<file path="src/rtl/nios_system_nios2_cpu_mult_combine_if.sv">
// Bus between the multiplier cell / pipeline control and the partial-product combiner.
// Handshake: the master presents partials with M_mul_start=1; they are taken on a rising
// edge only when M_en=1 and M_mul_flush=0. W_mul_result_valid marks a new result and is
// consumed on the next rising edge with M_en=1; while M_en=0 it and W_mul_result hold.
interface nios_system_nios2_cpu_mult_combine_if;
    logic [31:0] M_mul_cell_p1;
    logic [31:0] M_mul_cell_p2;
    logic [31:0] M_mul_cell_p3;
    logic [31:0] M_mul_cell_p4;
    logic        M_mul_start;
    logic        M_ctrl_mul_src1_signed;
    logic        M_ctrl_mul_src2_signed;
    logic        M_ctrl_mul_hi;
    logic        M_en;
    logic        M_mul_flush;
    logic [31:0] W_mul_result;
    logic        W_mul_result_valid;
    logic        mul_busy;

    modport master (
        output M_mul_cell_p1, M_mul_cell_p2, M_mul_cell_p3, M_mul_cell_p4,
        output M_mul_start, M_ctrl_mul_src1_signed, M_ctrl_mul_src2_signed,
        output M_ctrl_mul_hi, M_en, M_mul_flush,
        input  W_mul_result, W_mul_result_valid, mul_busy
    );

    modport slave (
        input  M_mul_cell_p1, M_mul_cell_p2, M_mul_cell_p3, M_mul_cell_p4,
        input  M_mul_start, M_ctrl_mul_src1_signed, M_ctrl_mul_src2_signed,
        input  M_ctrl_mul_hi, M_en, M_mul_flush,
        output W_mul_result, W_mul_result_valid, mul_busy
    );
endinterface

</file>
<file path="src/rtl/nios_system_nios2_cpu_mult_combine.sv">
// Combines four 32-bit partial products of a 16x16-split multiplier into the selected
// 32-bit word of the 64-bit product: stage 1 sums the middle partials, stage 2 adds them in.
module nios_system_nios2_cpu_mult_combine #(
    parameter int RESULT_LATENCY = 2
) (
    input  logic clk,
    input  logic reset,
    nios_system_nios2_cpu_mult_combine_if.slave mul
);

    // Only the two-stage arrangement exists; any other latency never accepts an operation.
    localparam logic LATENCY_SUPPORTED = (RESULT_LATENCY == 2);

    logic [32:0] p2_ext;
    logic [32:0] p3_ext;
    logic [33:0] mid_d;

    logic        s1_valid;
    logic [31:0] s1_p1;
    logic [31:0] s1_p4;
    logic [33:0] s1_mid;
    logic        s1_hi;

    logic [63:0] mid_shifted;
    logic [63:0] product;
    logic [31:0] word_d;

    logic        s2_valid;
    logic [31:0] s2_word;

    logic        w_valid;
    logic [31:0] w_result;

    // The signedness flags only matter for the middle partials, so they are folded into
    // mid here and need not travel further down the pipe.
    always_comb begin
        p2_ext = {mul.M_ctrl_mul_src2_signed & mul.M_mul_cell_p2[31], mul.M_mul_cell_p2};
        p3_ext = {mul.M_ctrl_mul_src1_signed & mul.M_mul_cell_p3[31], mul.M_mul_cell_p3};
        mid_d  = {p2_ext[32], p2_ext} + {p3_ext[32], p3_ext};
    end

    always_comb begin
        mid_shifted = {{14{s1_mid[33]}}, s1_mid, 16'h0000};
        product     = {s1_p4, s1_p1} + mid_shifted;
        word_d      = s1_hi ? product[63:32] : product[31:0];
    end

    always_ff @(posedge clk or posedge reset) begin
        if (reset) begin
            s1_valid <= 1'b0;
            s1_p1    <= '0;
            s1_p4    <= '0;
            s1_mid   <= '0;
            s1_hi    <= 1'b0;
            s2_valid <= 1'b0;
            s2_word  <= '0;
            w_valid  <= 1'b0;
            w_result <= '0;
        end else if (mul.M_mul_flush) begin
            s1_valid <= 1'b0;
            s2_valid <= 1'b0;
            w_valid  <= 1'b0;
        end else if (mul.M_en) begin
            s1_valid <= mul.M_mul_start & LATENCY_SUPPORTED;
            if (mul.M_mul_start) begin
                s1_p1  <= mul.M_mul_cell_p1;
                s1_p4  <= mul.M_mul_cell_p4;
                s1_mid <= mid_d;
                s1_hi  <= mul.M_ctrl_mul_hi;
            end
            s2_valid <= s1_valid;
            if (s1_valid) begin
                s2_word <= word_d;
            end
            w_valid <= s2_valid;
            if (s2_valid) begin
                w_result <= s2_word;
            end
        end
    end

    assign mul.W_mul_result       = w_result;
    assign mul.W_mul_result_valid = w_valid;
    assign mul.mul_busy           = s1_valid | s2_valid;

endmodule
</file>
<file path="src/flat_wrapper.sv">
// flat-port wrapper written by rule: the top's interface ports become plain ports
module nios_system_nios2_cpu_mult_combine_flat 
#(
    parameter int RESULT_LATENCY = 2
)
  (clk, reset, mul_M_mul_cell_p1, mul_M_mul_cell_p2, mul_M_mul_cell_p3, mul_M_mul_cell_p4, mul_M_mul_start, mul_M_ctrl_mul_src1_signed, mul_M_ctrl_mul_src2_signed, mul_M_ctrl_mul_hi, mul_M_en, mul_M_mul_flush, mul_W_mul_result, mul_W_mul_result_valid, mul_mul_busy);
  nios_system_nios2_cpu_mult_combine_if mul_i ();
  input  logic clk;
  input  logic reset;
  input wire logic [$bits(mul_i.M_mul_cell_p1)-1:0] mul_M_mul_cell_p1;
  input wire logic [$bits(mul_i.M_mul_cell_p2)-1:0] mul_M_mul_cell_p2;
  input wire logic [$bits(mul_i.M_mul_cell_p3)-1:0] mul_M_mul_cell_p3;
  input wire logic [$bits(mul_i.M_mul_cell_p4)-1:0] mul_M_mul_cell_p4;
  input wire logic [$bits(mul_i.M_mul_start)-1:0] mul_M_mul_start;
  input wire logic [$bits(mul_i.M_ctrl_mul_src1_signed)-1:0] mul_M_ctrl_mul_src1_signed;
  input wire logic [$bits(mul_i.M_ctrl_mul_src2_signed)-1:0] mul_M_ctrl_mul_src2_signed;
  input wire logic [$bits(mul_i.M_ctrl_mul_hi)-1:0] mul_M_ctrl_mul_hi;
  input wire logic [$bits(mul_i.M_en)-1:0] mul_M_en;
  input wire logic [$bits(mul_i.M_mul_flush)-1:0] mul_M_mul_flush;
  output wire logic [$bits(mul_i.W_mul_result)-1:0] mul_W_mul_result;
  output wire logic [$bits(mul_i.W_mul_result_valid)-1:0] mul_W_mul_result_valid;
  output wire logic [$bits(mul_i.mul_busy)-1:0] mul_mul_busy;
  assign mul_i.M_mul_cell_p1 = mul_M_mul_cell_p1;
  assign mul_i.M_mul_cell_p2 = mul_M_mul_cell_p2;
  assign mul_i.M_mul_cell_p3 = mul_M_mul_cell_p3;
  assign mul_i.M_mul_cell_p4 = mul_M_mul_cell_p4;
  assign mul_i.M_mul_start = mul_M_mul_start;
  assign mul_i.M_ctrl_mul_src1_signed = mul_M_ctrl_mul_src1_signed;
  assign mul_i.M_ctrl_mul_src2_signed = mul_M_ctrl_mul_src2_signed;
  assign mul_i.M_ctrl_mul_hi = mul_M_ctrl_mul_hi;
  assign mul_i.M_en = mul_M_en;
  assign mul_i.M_mul_flush = mul_M_mul_flush;
  assign mul_W_mul_result = mul_i.W_mul_result;
  assign mul_W_mul_result_valid = mul_i.W_mul_result_valid;
  assign mul_mul_busy = mul_i.mul_busy;
  nios_system_nios2_cpu_mult_combine #(.RESULT_LATENCY(RESULT_LATENCY)) u_core (.clk(clk), .reset(reset), .mul(mul_i));
endmodule
</file>
<file path="config.mk">
export PLATFORM = sky130hd
export DESIGN_NAME = nios_system_nios2_cpu_mult_combine_flat
export DESIGN_NICKNAME = d
export VERILOG_FILES = /design/src/rtl/nios_system_nios2_cpu_mult_combine_if.sv /design/src/rtl/nios_system_nios2_cpu_mult_combine.sv /design/src/flat_wrapper.sv
export SDC_FILE = /design/constraint.sdc
export NUM_CORES = 1
export LEC_CHECK = 0
export BUFFER_PORTS_ARGS = -buffer_cell sky130_fd_sc_hd__clkbuf_2
export CORE_MARGIN = 2
export CORE_UTILIZATION = 58
export DETAILED_ROUTE_END_ITERATION = 10
export PLACE_DENSITY_LB_ADDON = 0.15
export SLEW_MARGIN = 20
export SYNTH_ARGS = -nofsm -noshare
export SYNTH_HDL_FRONTEND = slang
export SYNTH_SLANG_ARGS = --single-unit
</file>
<file path="constraint.sdc">
create_clock -name clk -period 7 [get_ports clk]
set_clock_uncertainty 0.15 [all_clocks]
set_input_delay 1.4 -clock clk [delete_from_list [all_inputs] [get_ports clk]]
set_output_delay 1.4 -clock clk [all_outputs]
set_load 0.01 [all_outputs]
</file>
# Word-level counts from Yosys, hierarchy flattened
# Index checks and enable logic that the tools add are counted.
# classes
n_addsub	2
n_bitwise	4
muxes	7
reduce_logical	4
# ops
operator	n
$add 64x64->64	1
$add 33x33->34	1
$mux 32	1
$reduce_and 3->1	3
$mux 1	6
$and 1x1->1	2
$reduce_bool 2->1	1
$not 1->1	1
$or 1x1->1	1
# word_totals
in_bits	136
reg_bits	166
out_inout_bits	34
wordCells	26

# Depth between registers and ports, before layout
# Gate-level depths: netlist of the first run.
# depth
depth_word	2
ltp_mapped	13
mapped_depth_nobuf	13

# Least setup slack after synthesis of the first run
# OpenSTA, ideal clock, no wires.
# synth_path
path_kind	input to register
from	input port mul_M_mul_cell_p3[10]
to	register u_core.s1_mid[31]
path_stages	10
t_arrival_ps	3612
t_required_ps	6714
n_path_buf	0
setup_time_ps	136
slack_ps	3102
path_cell_list	ha_1 -> and2_4 -> a221o_1 -> a311o_1 -> a311o_2 -> a21oi_2 -> o21ai_2 -> a31oi_4 -> xor2_1 -> o21ai_0
# synth_between
elab_chain_cells	1
# synth_lines
item	line_no	rtl
from (decl)	flat_wrapper.sv:12	input wire logic [$bits(mul_i.M_mul_cell_p3)-1:0] mul_M_mul_cell_p3;
$add 33x33->34	nios_system_nios2_cpu_mult_combine.sv:39	mid_d = {p2_ext[32], p2_ext} + {p3_ext[32], p3_ext};
to (signal assigned)	nios_system_nios2_cpu_mult_combine.sv:68	s1_mid <= mid_d;
to (decl)	nios_system_nios2_cpu_mult_combine.sv:21	logic [33:0] s1_mid;
# Every way passes these cells.
# A chain may end at the register's enable or synchronous reset.

# Worst setup path after layout of the first run
# layout_path
from	input port mul_M_mul_cell_p3[0]
to	register u_core.s1_mid[28]
# The elaborated chain is that of the path after synthesis.

==> flow_summary.yaml, run 1 <==
status:
  outcome: "finished clean"
die:
  pin_count: 170
  die-area_um2: 19370
  start_util_pct: 59.00
  die_w_um: 139.2
  core_um2: 17960
  row_count: 49
  die_h_um: 139.2
cells_and_area:
  layout_commonest_cell: "nand2_1"
  nets: 1572
  n_antenna_cell: 0
  area_delta_synth_final_pct: 14.82
  drive_gt1_share_pct: 19.69
  layout_common_cells: "nand2_1, clkbuf_2, dfrtp_1"
setup_path:
  reg2reg_to: "u_core.s2_word[19]"
  rrSetupSlack_ns: 3.48
  endpoint_kind: "register"
  crit_type: "input pin to register"
  cp-start-kind: "input pin"
  path_max_fanout: 5
  reg2reg_depth: 11
  required_ns: 7.18
  reg2reg_from: "u_core.s1_mid[4]"
  cp.arrival_ns: 4.36
clocking:
  h-tree-depth: 4
  cts.reportedPaths.clkPinSlew_ns: 0.06
  ctsHoldBuffers: 0
  cts_setup_buffers: 0
  cts.repair.resized: 0
  cts_tree: "done"
  cts_root_buf: "clkbuf_16"
  cts-buffers-inserted: 17
  clock-sinks: 166
  clk-insertion-delay-late_ns: 0.43
  cts_buffer_depth: 2
timing:
  worst_pin_slew_ns: 0.8709
  fin_crit_ns: 4.174
  fin_setup_tns_ns: 0
  rsz0062_at_grt: "false"
  fmax_ghz: 0.2396
  setup_viol: 0
  finalCritPeriodShare_pct: 59.63
  final_max_slew_viol_count: 0
  hold_viol: 0
  relSlewSlack_pct: 41.80
power_and_ir_drop:
  switching_share_pct: 37.97
  vdd_drop_max_uv: 186.6
  p_switching_w: 0.001398
  p_per_area_nw_per_um2: 302.6
  combPwrFrac_pct: 37.7
  clockPowerShare_pct: 25.8
  power_leakage_nw: 6.266
  p_total_w: 0.003682
  p_int_w: 0.002284
  seqPwrFrac_pct: 36.5
drt:
  via_per_inst: 5.680
  dr.pass1.iters: 5
  drtAntennaViolNets: 0
  wl_um: 25820
  wl_per_cell_um: 16.19
  vias: 9060
  drcViolationCount: 0
  first_iter_violations: 556
min_path:
  worstHoldStart: "u_core.s1_p1[7]"
  holdPathStages: 2
  holdPathEnd: "u_core.s1_p1[7]"
  hold_path.class: "register to register"
synth:
  yosysTopAreaCellShare_pct: 39.20
  syn_area_per_cell_um2: 8.730
  ys_ff_latch: 166
  synth_edf_count: 0
  synth_top_cell_by_area: "dfrtp_1"
  synth.area.top_cells: "dfrtp_1, nand2_1, ha_1"
  syn_nets: 1432
  ys_warn_count: 0
  seq_area_frac_synth_pct: 39.20
  synthFlopType: "dfrtp_1"
  async_flop_share_pct: 100.0
  synth_cell_types: 76
  syn-instance-count: 1214
  synth_area_um2: 10600
placed_design:
  place_hpwl_um: 19800
  gp_congestion: 0.9083
  io_buffers: 169
global_routing:
  grt_max_degree: 114
  antenna_found_initial: 0
  gr-total-overflow: 0
  grt_pass1_wl_um: 43180
  grt_pass1_vias: 8640
  grt_util_all_layers_pct: 27.44
run:
  maxCapViolations: 0
-- sequential cells by signal, summed over array words and instances, names as in the netlist --
| signal | count |
|---|---|
| u_core.s1_p4 | 32 |
| u_core.mul.W_mul_result | 32 |
| u_core.s1_valid | 1 |
| u_core.s2_word | 32 |
| u_core.s2_valid | 1 |
| u_core.mul.W_mul_result_valid | 1 |
| u_core.s1_p1 | 32 |
| u_core.s1_hi | 1 |
| u_core.s1_mid | 34 |
-- Yosys cell counts, drive strengths merged, types with 10 or more instances --
master / instances
a21o: 31
a21oi: 94
a31oi: 10
and3: 10
buf: 11
clkbuf: 43
dfrtp: 166
ha: 80
inv: 25
mux2: 33
mux2i: 20
nand2: 300
nand3: 21
nand4: 14
nor2: 55
nor2b: 10
o21a: 10
o21ai: 98
o21bai: 15
xnor2: 38
xor2: 27
-- power groups by stage --
stage / Combinational (W) / Clock (W) / Sequential (W)
global route: 0.00154 / 0.00100 / 0.00137
global placement: 0.00135 / 0 / 0.00135
CTS: 0.00138 / 0.000963 / 0.00134
finish: 0.00139 / 0.000952 / 0.00134
floorplan: 0.000970 / 0 / 0.00133
detailed placement: 0.00137 / 0 / 0.00136
-- layer usage --
metal,vias to the layer above,global-route usage [%],wire [um]
li1,4532,-,-
met1,4236,40.76,12580
met2,267,41.95,11360
met3,25,5.007,1433
met4,0,6.645,441
met5,-,0,0
-- area by class of cell --
type,count,area (um2)
Inverter,25,101.3
Tap cell,229,286.5
Sequential cell,166,4154
Multi-Input combinational cell,969,6148
Fill cell,1497,5796
Timing Repair Buffer,175,890.9
Clock buffer,17,425.4
Clock inverter,14,161.4
-- per-stage QoR --
| stage | setup slack, ns | instances | util, % | hold slack [ns] | instance area (um2) |
|---|---|---|---|---|---|
| 3_3_place_gp | 2.563 | 1564 | 64.46 | 0.3052 | 11580 |
| 3_5_place_dp | 2.477 | 1564 | 64.46 | 0.3140 | 11580 |
| 5_1_grt | 2.580 | 1595 | 67.74 | 0.3432 | 12170 |
| 6_report | 2.826 | 1595 | 67.74 | 0.3264 | 12170 |
| 2_1_floorplan | 0.9600 | 1214 | - | 0.2903 | 10600 |
| 4_1_cts | 2.906 | 1595 | 67.72 | 0.3295 | 12170 |
-- how the worst max path moves through the flow --
| stage | startpoint | to | slack [ns] |
|---|---|---|---|
| floorplan | reset | u_core.mul.W_mul_result[0] | 0.96 |
| detailed placement | mul_M_mul_cell_p3[0] | u_core.s1_mid[28] | 2.48 |
| CTS | mul_M_mul_cell_p3[0] | u_core.s1_mid[28] | 2.91 |
| global route | mul_M_mul_cell_p3[0] | u_core.s1_mid[32] | 2.58 |
| finish | mul_M_mul_cell_p3[0] | u_core.s1_mid[28] | 2.83 |
| global placement | mul_M_mul_cell_p3[0] | u_core.s1_mid[28] | 2.56 |
-- cell families after synthesis --
family,Yosys count,share of synthesized area [%]
flip-flops,166,39.20
buffers and inverters,79,2.869
multiplexers,53,5.396
AND/OR/NAND/NOR,448,17.85
AO/OA/AOI/OAI,321,19.49
adder cells (fa/ha/maj),82,9.823
XOR/XNOR,65,5.372
-- critical path: stages --
cell and delay, ns:
clkbuf_2 0.08, ha_1 0.30, inv_1 0.11, fa_1 0.22, nor2b_1 0.07, o31ai_1 0.36
a21oi_1 0.12, o21ai_0 0.30, a21o_1 0.22, a41oi_1 0.17, o211ai_1 0.39, a21boi_0 0.21
o21a_1 0.21, o31ai_1 0.18
No activity file was read; power rests on OpenSTA's default activity.
==> inputs of run 2 (changes only) <==
==> constraint.sdc (replaced) <==
create_clock -name clk -period 4 [get_ports clk]
set_clock_uncertainty 0.15 [all_clocks]
set_input_delay 0.8 -clock clk [delete_from_list [all_inputs] [get_ports clk]]
set_output_delay 0.8 -clock clk [all_outputs]
set_load 0.01 [all_outputs]
==> run 2 against run 1 <==
Via count grew 0.72%. Final cell count grew 0.19%. Clock power grew 67%. Largest power group unchanged.
==> flow_summary.yaml, run 2 (synthesis gave the netlist of run 1 again) <==
run:
  maxCapViolations: 0
timing:
  setup_viol: 0
  fin_crit_ns: 3.435
  hold_viol: 0
  final_max_slew_viol_count: 0
  worst_pin_slew_ns: 0.8606
  finalCritPeriodShare_pct: 85.89
  fin_hold_ws_ns: 0.3200
  fin_setup_tns_ns: 0
  rsz0062_at_grt: "false"
  relSlewSlack_pct: 42.63
  fmax_ghz: 0.2911
clocking:
  cts_tree: "done"
  cts_buffer_depth: 2
  ctsHoldBuffers: 0
  cts_setup_buffers: 0
  h-tree-depth: 4
  cts-buffers-inserted: 17
  cts_root_buf: "clkbuf_16"
  cts.repair.resized: 0
  clk-insertion-delay-late_ns: 0.43
  cts.reportedPaths.clkPinSlew_ns: 0.06
  clock-sinks: 166
cells_and_area:
  area_delta_synth_final_pct: 14.88
  n_antenna_cell: 0
  nets: 1575
  drive_gt1_share_pct: 19.80
  layout_commonest_cell: "nand2_1"
  layout_common_cells: "nand2_1, clkbuf_2, dfrtp_1"
  largest_reg_flops: 34
  top_register: "u_core.s1_mid"
die:
  start_util_pct: 59.00
  row_count: 49
  core_um2: 17960
  pin_count: 170
  die_w_um: 139.2
  die-area_um2: 19370
  die_h_um: 139.2
setup_path:
  path_buf_inv: 0
  crit_family: "compound AO/OA/AOI/OAI gates"
  endpoint_kind: "register"
  crit_top_cell: "o21ai_0"
  path_max_fanout: 6
  path_cells: "ha_1 -> a21o_1 -> a31oi_1 -> a211oi_1 -> o41ai_1 -> nand3_1 -> o21ai_0 -> o21ai_0 -> xnor2_1 -> a21oi_1 -> nor2_1"
  reg2reg_depth: 11
  reg2reg_to: "u_core.s2_word[19]"
  rrSetupSlack_ns: 0.56
  required_ns: 4.22
  reg2reg_from: "u_core.s1_mid[4]"
  slowest_delay_ns: 0.47
  crit_cells: 11
  cp.arrival_ns: 3.65
  cp_slowest_cell: "o21ai_0"
  cp-start-kind: "register"
  crit_type: "register to register"
drt:
  vias: 9125
  via_per_inst: 5.710
  first_iter_violations: 547
  wl_per_cell_um: 16.04
  wl_um: 25630
  drtAntennaViolNets: 0
  dr.pass1.iters: 5
  drcViolationCount: 0
min_path:
  holdPathStages: 2
  worstHoldStart: "u_core.s1_p1[7]"
  holdPathEnd: "u_core.s1_p1[7]"
  hold_path.class: "register to register"
global_routing:
  grt_util_all_layers_pct: 27.10
  gr-total-overflow: 0
  grt_pass1_vias: 8551
  antenna_found_initial: 0
  grt_max_degree: 167
  grt_pass1_wl_um: 42710
placed_design:
  place_hpwl_um: 19390
  io_buffers: 169
  gp_congestion: 0.9173
status:
  outcome: "finished clean"
power_and_ir_drop:
  p_per_area_nw_per_um2: 523.3
  power_leakage_nw: 6.264
  vdd_drop_max_uv: 353.0
[run 2: cell count changes in the layout (fill, tap and decap cells not counted)]
cell | previous run | this run
buf_12 | 0 | 1
buf_4 | 6 | 8
bufinv_16 | 2 | 1
clkinvlp_4 | 1 | 3
inv_6 | 5 | 4
clkbuf_8 | 0 | 1
inv_8 | 3 | 1
clkbuf_1 | 0 | 1
[run 2: area by class of cell]
class | count | area [um2]
clock buffer | 19 | 442.9
clock inverter | 12 | 118.9
fill | 1494 | 5789
inverter | 25 | 97.59
multi-input combinational | 969 | 6148
sequential | 166 | 4154
tap | 229 | 286.5
timing repair buffer | 178 | 925.9
[run 2: worst max-delay path by stage]
stage | to | slack (ns) | startpoint
final | u_core.s2_word[19] | 0.56 | u_core.s1_mid[4]
after global routing | u_core.s1_mid[32] | 0.23 | mul_M_mul_cell_p3[0]
after CTS | u_core.s2_word[30] | 0.61 | u_core.s1_p1[16]
after detailed placement | u_core.s1_mid[32] | 0.18 | mul_M_mul_cell_p3[0]
after global placement | u_core.s1_mid[32] | 0.23 | mul_M_mul_cell_p3[0]
after floorplan | u_core.s1_mid[31] | 0.70 | mul_M_mul_cell_p3[10]
[run 2: stage by stage]
stage               utilization [%]  area [um2]  power [W]  cells  setup WS, ns
floorplan                         -       10600   0.004022   1214        0.7017
global placement              64.64       11610   0.004716   1567        0.2259
detailed placement            64.64       11610   0.004772   1567        0.1847
CTS                           67.77       12170   0.006366   1598        0.6100
global route                  67.77       12170   0.006776   1598        0.2258
finish                        67.77       12170   0.006371   1598        0.5646
[run 2: per-layer routing]
layer / global-route usage (%) / up-vias / wire length, um
li1: - / 4547 / -
met1: 39.95 / 4270 / 12710
met2: 40.42 / 262 / 10880
met3: 4.731 / 46 / 1300
met4: 9.623 / 0 / 732
met5: 0 / - / 0
[run 2: power by group]
group / switching (W) / total [W] / internal [W]
sequential: 0.000267 / 0.00235 / 0.00208
clock: 0.000705 / 0.00159 / 0.000881
combinational: 0.00145 / 0.00243 / 0.000985
total: 0.00242 / 0.00637 / 0.00395
[run 2: tightest hold or removal path, cell delays in order, from the launching register on]
cell,delay [ns]
dfrtp_1,0.34
nand2_1,0.05
nand2_1,0.06
